`src/rtl/qm_icache.sv`:
```
// qm_icache: direct-mapped instruction cache with 4-word lines.
// Misses are refilled one beat at a time from backing memory.
module qm_icache #(
    parameter int INDEX_BITS = 4
) (
    input  logic        sys_clk,
    input  logic        sys_rst_n,
    input  logic        enable,
    input  logic [31:0] address,
    input  logic        invalidate,
    output logic        hit,
    output logic        should_stall,
    output logic [31:0] data,
    output logic        mem_req,
    output logic [31:0] mem_addr,
    input  logic        mem_ack,
    input  logic [31:0] mem_data
);
    localparam int LINE_WORDS = 4;
    localparam int LINES = 1 << INDEX_BITS;
    localparam int TAG_BITS = 28 - INDEX_BITS;
    typedef enum logic {IDLE, FILL} state_t;
    state_t state, state_next;
    logic [LINES-1:0] valid;
    logic [TAG_BITS-1:0] tags [LINES];
    logic [31:0] words [LINES*LINE_WORDS];
    logic [27:0] fill_base;
    logic [1:0] beat;
    logic abort;
    logic [INDEX_BITS-1:0] idx, fill_idx;
    logic [TAG_BITS-1:0] tag;
    logic unused_offset;
    assign idx = address[INDEX_BITS+3:4];
    assign tag = address[31:INDEX_BITS+4];
    assign fill_idx = fill_base[INDEX_BITS-1:0];
    assign unused_offset = ^address[1:0];
    assign hit = valid[idx] && tags[idx] == tag;
    assign data = words[{idx, address[3:2]}];
    assign should_stall = enable && !hit;
    assign mem_req = state == FILL;
    assign mem_addr = mem_req ? {fill_base, beat, 2'b00} : '0;
    always_comb begin
        state_next = state;
        if (state == IDLE && should_stall) state_next = FILL;
        if (state == FILL && mem_ack && beat == 2'd3) state_next = IDLE;
    end
    always_ff @(posedge sys_clk) begin
        if (!sys_rst_n) begin
            state <= IDLE;
            valid <= '0;
            beat <= '0;
            abort <= 1'b0;
        end else begin
            state <= state_next;
            if (invalidate) valid <= '0;
            if (state == IDLE && should_stall) begin
                valid[idx] <= 1'b0;
                beat <= '0;
                abort <= 1'b0;
            end
            if (state == FILL) begin
                if (invalidate) abort <= 1'b1;
                if (mem_ack) beat <= beat + 2'd1;
                // a flush seen at any point of the burst leaves the line invalid
                if (mem_ack && beat == 2'd3 && !abort && !invalidate) valid[fill_idx] <= 1'b1;
            end
        end
    end
    always_ff @(posedge sys_clk) begin
        if (state == IDLE && should_stall) fill_base <= address[31:4];
        if (state == FILL && mem_ack) words[{fill_idx, beat}] <= mem_data;
        if (state == FILL && mem_ack && beat == 2'd3) tags[fill_idx] <= fill_base[27:INDEX_BITS];
    end
endmodule

```
`config.mk`:
```
export PLATFORM = sky130hd
export DESIGN_NAME = qm_icache
export DESIGN_NICKNAME = d
export VERILOG_FILES = /design/src/rtl/qm_icache.sv
export SDC_FILE = /design/constraint.sdc
export NUM_CORES = 2
export LEC_CHECK = 0
export BUFFER_PORTS_ARGS = -buffer_cell sky130_fd_sc_hd__buf_2
export CAP_MARGIN = 20
export CORE_AREA = 3 3 361 542
export CTS_CLUSTER_DIAMETER = 120
export DETAILED_ROUTE_END_ITERATION = 8
export DIE_AREA = 0 0 364 545
export PLACE_DENSITY = 0.66
export SLEW_MARGIN = 20
export SYNTH_ARGS = -nofsm -noshare
export SYNTH_HDL_FRONTEND = slang
export SYNTH_SLANG_ARGS = --single-unit
```
`constraint.sdc`:
```
create_clock -name sys_clk -period 7.5 [get_ports sys_clk]
set_clock_uncertainty 0.1 [all_clocks]
set_input_delay 1.125 -clock sys_clk [delete_from_list [all_inputs] [get_ports sys_clk]]
set_output_delay 1.125 -clock sys_clk [all_outputs]
set_load 0.02 [all_outputs]
```
# Word level (Yosys, flattened, before mapping)
# Memories as Yosys holds them, arrays and structs flattened.
# Cells that the tools add are included.
# classes
n_addsub	1
n_lt_le_gt_ge	4
n_eq_ne	2
mux	23
n_bitwise	5
n_reduce_logical	14
# ops
op	count
$mux W16	6
$mux W32	1
$eq A24 B24 Y1	1
$and A16 B16 Y16	1
$not A16 Y16	1
$or A16 B16 Y16	1
$logic_and A1 B1 Y1	10
$lt A4 B5 Y1 const B	2
$mux W1	10
$demux W1 S4	2
$ge A4 B1 Y1 const B	2
$mux W2	3
$bmux W1 S4	1
$logic_not A1 Y1	3
$add A2 B1 Y2 const B	1
$eq A2 B2 Y1 const B	1
$not A1 Y1	2
$reduce_or A2 Y1	1
# totals
register_bits	48
ramBits	2432
elab_cells	56
n_memories	2
# memory_table
name	depth	width	rd	rd_ports_with_merged_regs	write_ports	line_no	source
words	64	32	1	0	1	26	logic [31:0] words [LINES*LINE_WORDS];
tags	16	24	1	0	1	25	logic [TAG_BITS-1:0] tags [LINES];

# Depth between registers and ports, before layout
# logic_depth
ltp_word	11
mapped_depth	14
depth_no_buf	8

# Worst setup path before layout
# No wires, ideal clock.
# synth_timing
path_type	input -> output
from	input address[2]
to	output data[12]
arrival_time_ps	3832
t_required_ps	6275
slack_ps	2443
stages	10
path_cell_list	clkbuf_1 buf_2 buf_2 buf_2 buf_1 mux4_2 a22oi_1 nand3_1 nor4_1 o21ai_0
# synth_via
elab_chain_cells	1
# synth_rtl
item	line_no	source
from (decl)	9	input logic [31:0] address,
$mem_v2 Z64 W32	n/a	
to (decl)	13	output logic [31:0] data,
# No other way between the ends.

# Final worst setup path
# layout_timing
from	input address[5]
to	output should_stall
# layout_via
elab_chain_cells	5
elab_cells_between_ends	7
# layout_rtl
item	line_no	source
$mem_v2 Z16 W24 or $bmux W1 S4 (tied branches)	n/a	
$eq A24 B24 Y1 or $mux W1 (tied branches)	37	assign hit = valid[idx] && tags[idx] == tag;
$logic_and A1 B1 Y1 (*)	37	
$logic_not A1 Y1 (*)	39	assign should_stall = enable && !hit;
$logic_and A1 B1 Y1 (*)	39	
to (decl)	12	output logic should_stall,
# Every way passes the cells marked *; elsewhere a longest branch is shown, timed or not. The select of a mux whose other input is x is not followed.

==> flow_summary.json <==
{
  "wl_per_cell_um": 37.7,
  "swShare_pct": 21.1,
  "cts_buffers": 220,
  "clk_path_buf_depth": 4,
  "cp-end-kind": "primary output",
  "cts_root_buf": "clkbuf_16",
  "drive_gt1_share_pct": 29.7,
  "grt_pass1_vias": 47200,
  "portBuffers": 131,
  "p_seq_share_pct": 55.1,
  "grt_first_pass_wirelength_um": 370000,
  "synth_area_leader_cell": "edfxtp_1",
  "crit_type": "in -> out",
  "ys_warn_count": 0,
  "io_pins": 136,
  "synth.distinct_cells": 72,
  "rows": 197,
  "path_cells": "buf_8 -> buf_4 -> mux2i_1 -> a22oi_1 -> a21oi_1 -> nor3_1 -> o2111ai_1 -> a2111oi_4 -> a21boi_2 -> buf_2",
  "fp.coreArea_um2": 192000,
  "clock-sinks": 2480,
  "seq_area_frac_synth_pct": 77.8,
  "start_util_pct": 49.8,
  "async_reset_ff_share_pct": 0,
  "min_period_ps": 6170,
  "outcome": "finished clean",
  "p_int_mw": 21.9,
  "drt-vias-per-instance": 6.59,
  "die_x_um": 364,
  "wirelength_um": 268000,
  "relSlewSlack_pct": 21.5,
  "grt_overflow": 0,
  "grt_max_degree": 87,
  "max_freq_ghz": 0.162,
  "synth_area_um2": 95400,
  "pwr-share-comb_pct": 5.0,
  "worst_hold_slack_ps": 366,
  "die_h_um": 545,
  "setup_tns_ps": 0,
  "ys_ff_latch": 2480,
  "cts_tree": "done",
  "synth_edf_count": 2460,
  "irDropWorstVdd_uv": 183,
  "rsz0062_at_grt": "no",
  "p_leak_nw": 33.5,
  "cts.repair.resized": 0,
  "setup_viol": 0,
  "slowest_delay_ps": 640,
  "cts_setup_buffers": 0,
  "slew_violations": 0,
  "power.density_nw_per_um2": 258,
  "p_sw_mw": 5.85,
  "insertion_delay_ps": 860,
  "tightest_slew_ps": 1170,
  "slowest_stage": "buf_8",
  "cts_hold_buf": 0,
  "drc": 0,
  "ant_nets": 0,
  "num-nets-final": 4529,
  "htreeDepth": 4,
  "drv_cap": 0,
  "synth.top_cell.area_share_pct": 77.4,
  "clk_pin_slew_worst_paths_ps": 70,
  "grt_usage_pct": 27.1,
  "required_ps": 6270,
  "worstHoldPathType": "in -> reg",
  "synth_most_common_cell": "edfxtp_1",
  "synthCells": 4158,
  "area_growth_pct": 12.6,
  "post-dp-hpwl_um": 147000,
  "clockPowerShare_pct": 39.9,
  "path_max_fanout": 86,
  "arrival_ps": 4950,
  "synthFlopType": "edfxtp_1",
  "start_kind": "input pin",
  "first_pass_iters": 6,
  "ys_top_cells_by_count": "2460 x edfxtp_1, 645 x mux4_2, 142 x mux2i_1",
  "die_area_um2": 198000,
  "antenna_found_initial": 16,
  "stdcell_area_um2": 107000,
  "fin_crit_sh_pct": 82.3,
  "avgSynthCellArea_um2": 23.0,
  "hold_viol": 0,
  "vias": 46900,
  "synthTopCellsByArea": "edfxtp_1 77%, mux4_2 15%, mux2i_1 1.5%",
  "gp_congestion": 0.857,
  "place_area_um2": 100000,
  "first_iter_violations": 6685
}
-- cells by family after synthesis --
| group | Yosys count | share of synthesized area (%) |
|---|---|---|
| other cells | 1 | 0.00393 |
| compound gates | 288 | 2.25 |
| mux | 804 | 17.0 |
| buf+inv | 239 | 1.16 |
| fa+ha+maj | 1 | 0.0131 |
| xor+xnor | 24 | 0.220 |
| simple gates | 321 | 1.56 |
| flops | 2480 | 77.8 |
-- power by group through the flow --
| stage | logic (mW) | clock network, mW | registers [mW] |
|---|---|---|---|
| 6_report | 1.38 | 11.1 | 15.3 |
| 5_1_grt | 1.45 | 11.7 | 15.3 |
| 4_1_cts | 1.38 | 11.2 | 15.3 |
| 3_5_place_dp | 1.38 | 0 | 15.6 |
| 3_3_place_gp | 1.36 | 0 | 15.6 |
| 2_1_floorplan | 0.780 | 0 | 15.6 |
-- final cells by class --
type	instances	area (µm²)
Antenna cell	7	17.5
Inverter	13	48.8
Timing Repair Buffer	304	2360
Tap cell	2487	3110
Multi-Input combinational cell	1440	20700
Fill cell	13900	84100
Clock buffer	261	5710
Sequential cell	2480	74300
Clock inverter	129	1220
-- flip-flops by register name, summed over array words and instances, names as in the netlist --
name and flops:
abort 1, beat 2, fill_base 28, mem_req 1, tags 384, valid 16, words 2048
-- per-stage QoR --
stage	worst slack, ps	std cells	utilization, %	total power [mW]
2_1_floorplan	2440	4159	-	16.4
3_3_place_gp	1400	6714	52.3	17.0
3_5_place_dp	1340	6718	52.4	17.0
4_1_cts	1340	7108	56.0	27.9
5_1_grt	1190	7118	56.1	28.5
6_report	1330	7121	56.1	27.8
-- layout by cell type, fill, tap and decap left out, types with 8 or more instances in the layout --
master,instances
clkinv_1,50
mux4_2,645
a22o_1,15
and2_1,34
clkinvlp_4,9
a21oi_1,32
a22oi_1,76
inv_1,11
bufinv_16,21
o21bai_2,8
nand4_1,13
nor2_4,81
a221oi_1,12
xor2_1,11
mux2_2,11
nand3_1,19
nand2_1,80
o22ai_1,21
a32oi_1,12
xnor2_1,13
nor2_2,9
nor3_1,10
buf_12,18
mux2i_1,142
buf_4,156
clkinv_2,41
nor2b_1,14
clkbuf_16,221
o21ai_0,33
nor2_1,31
clkbuf_1,37
edfxtp_1,2460
dfxtp_1,20
buf_2,120
-- routing by layer --
layer	GRT usage (%)	up-vias	wire length, µm
li1	-	18300	-
met1	34.1	25200	93400
met2	45.7	2760	136000
met3	5.09	612	24600
met4	13.0	4	14500
met5	0	-	23
-- final timing paths --
path                             startpoint       endpoint  slack [ps]  depth (start not counted)
worst max-delay path             address[5]   should_stall        1330                         10
worst min-delay path            address[31]  fill_base[27]         370                          1
worst max register to register      mem_req   words[31][8]        3550                          5
worst min register to register    valid[12]      valid[12]         380                          2
-- worst max-delay path: cells and delay by family --
kind | cells | cell delay, ps
multiplexers | 1 | 150
AO/OA/AOI/OAI | 5 | 1630
AND/OR/NAND/NOR | 1 | 570
buffers and inverters | 3 | 1420
Note: power is estimated with default switching activity, not from simulation.
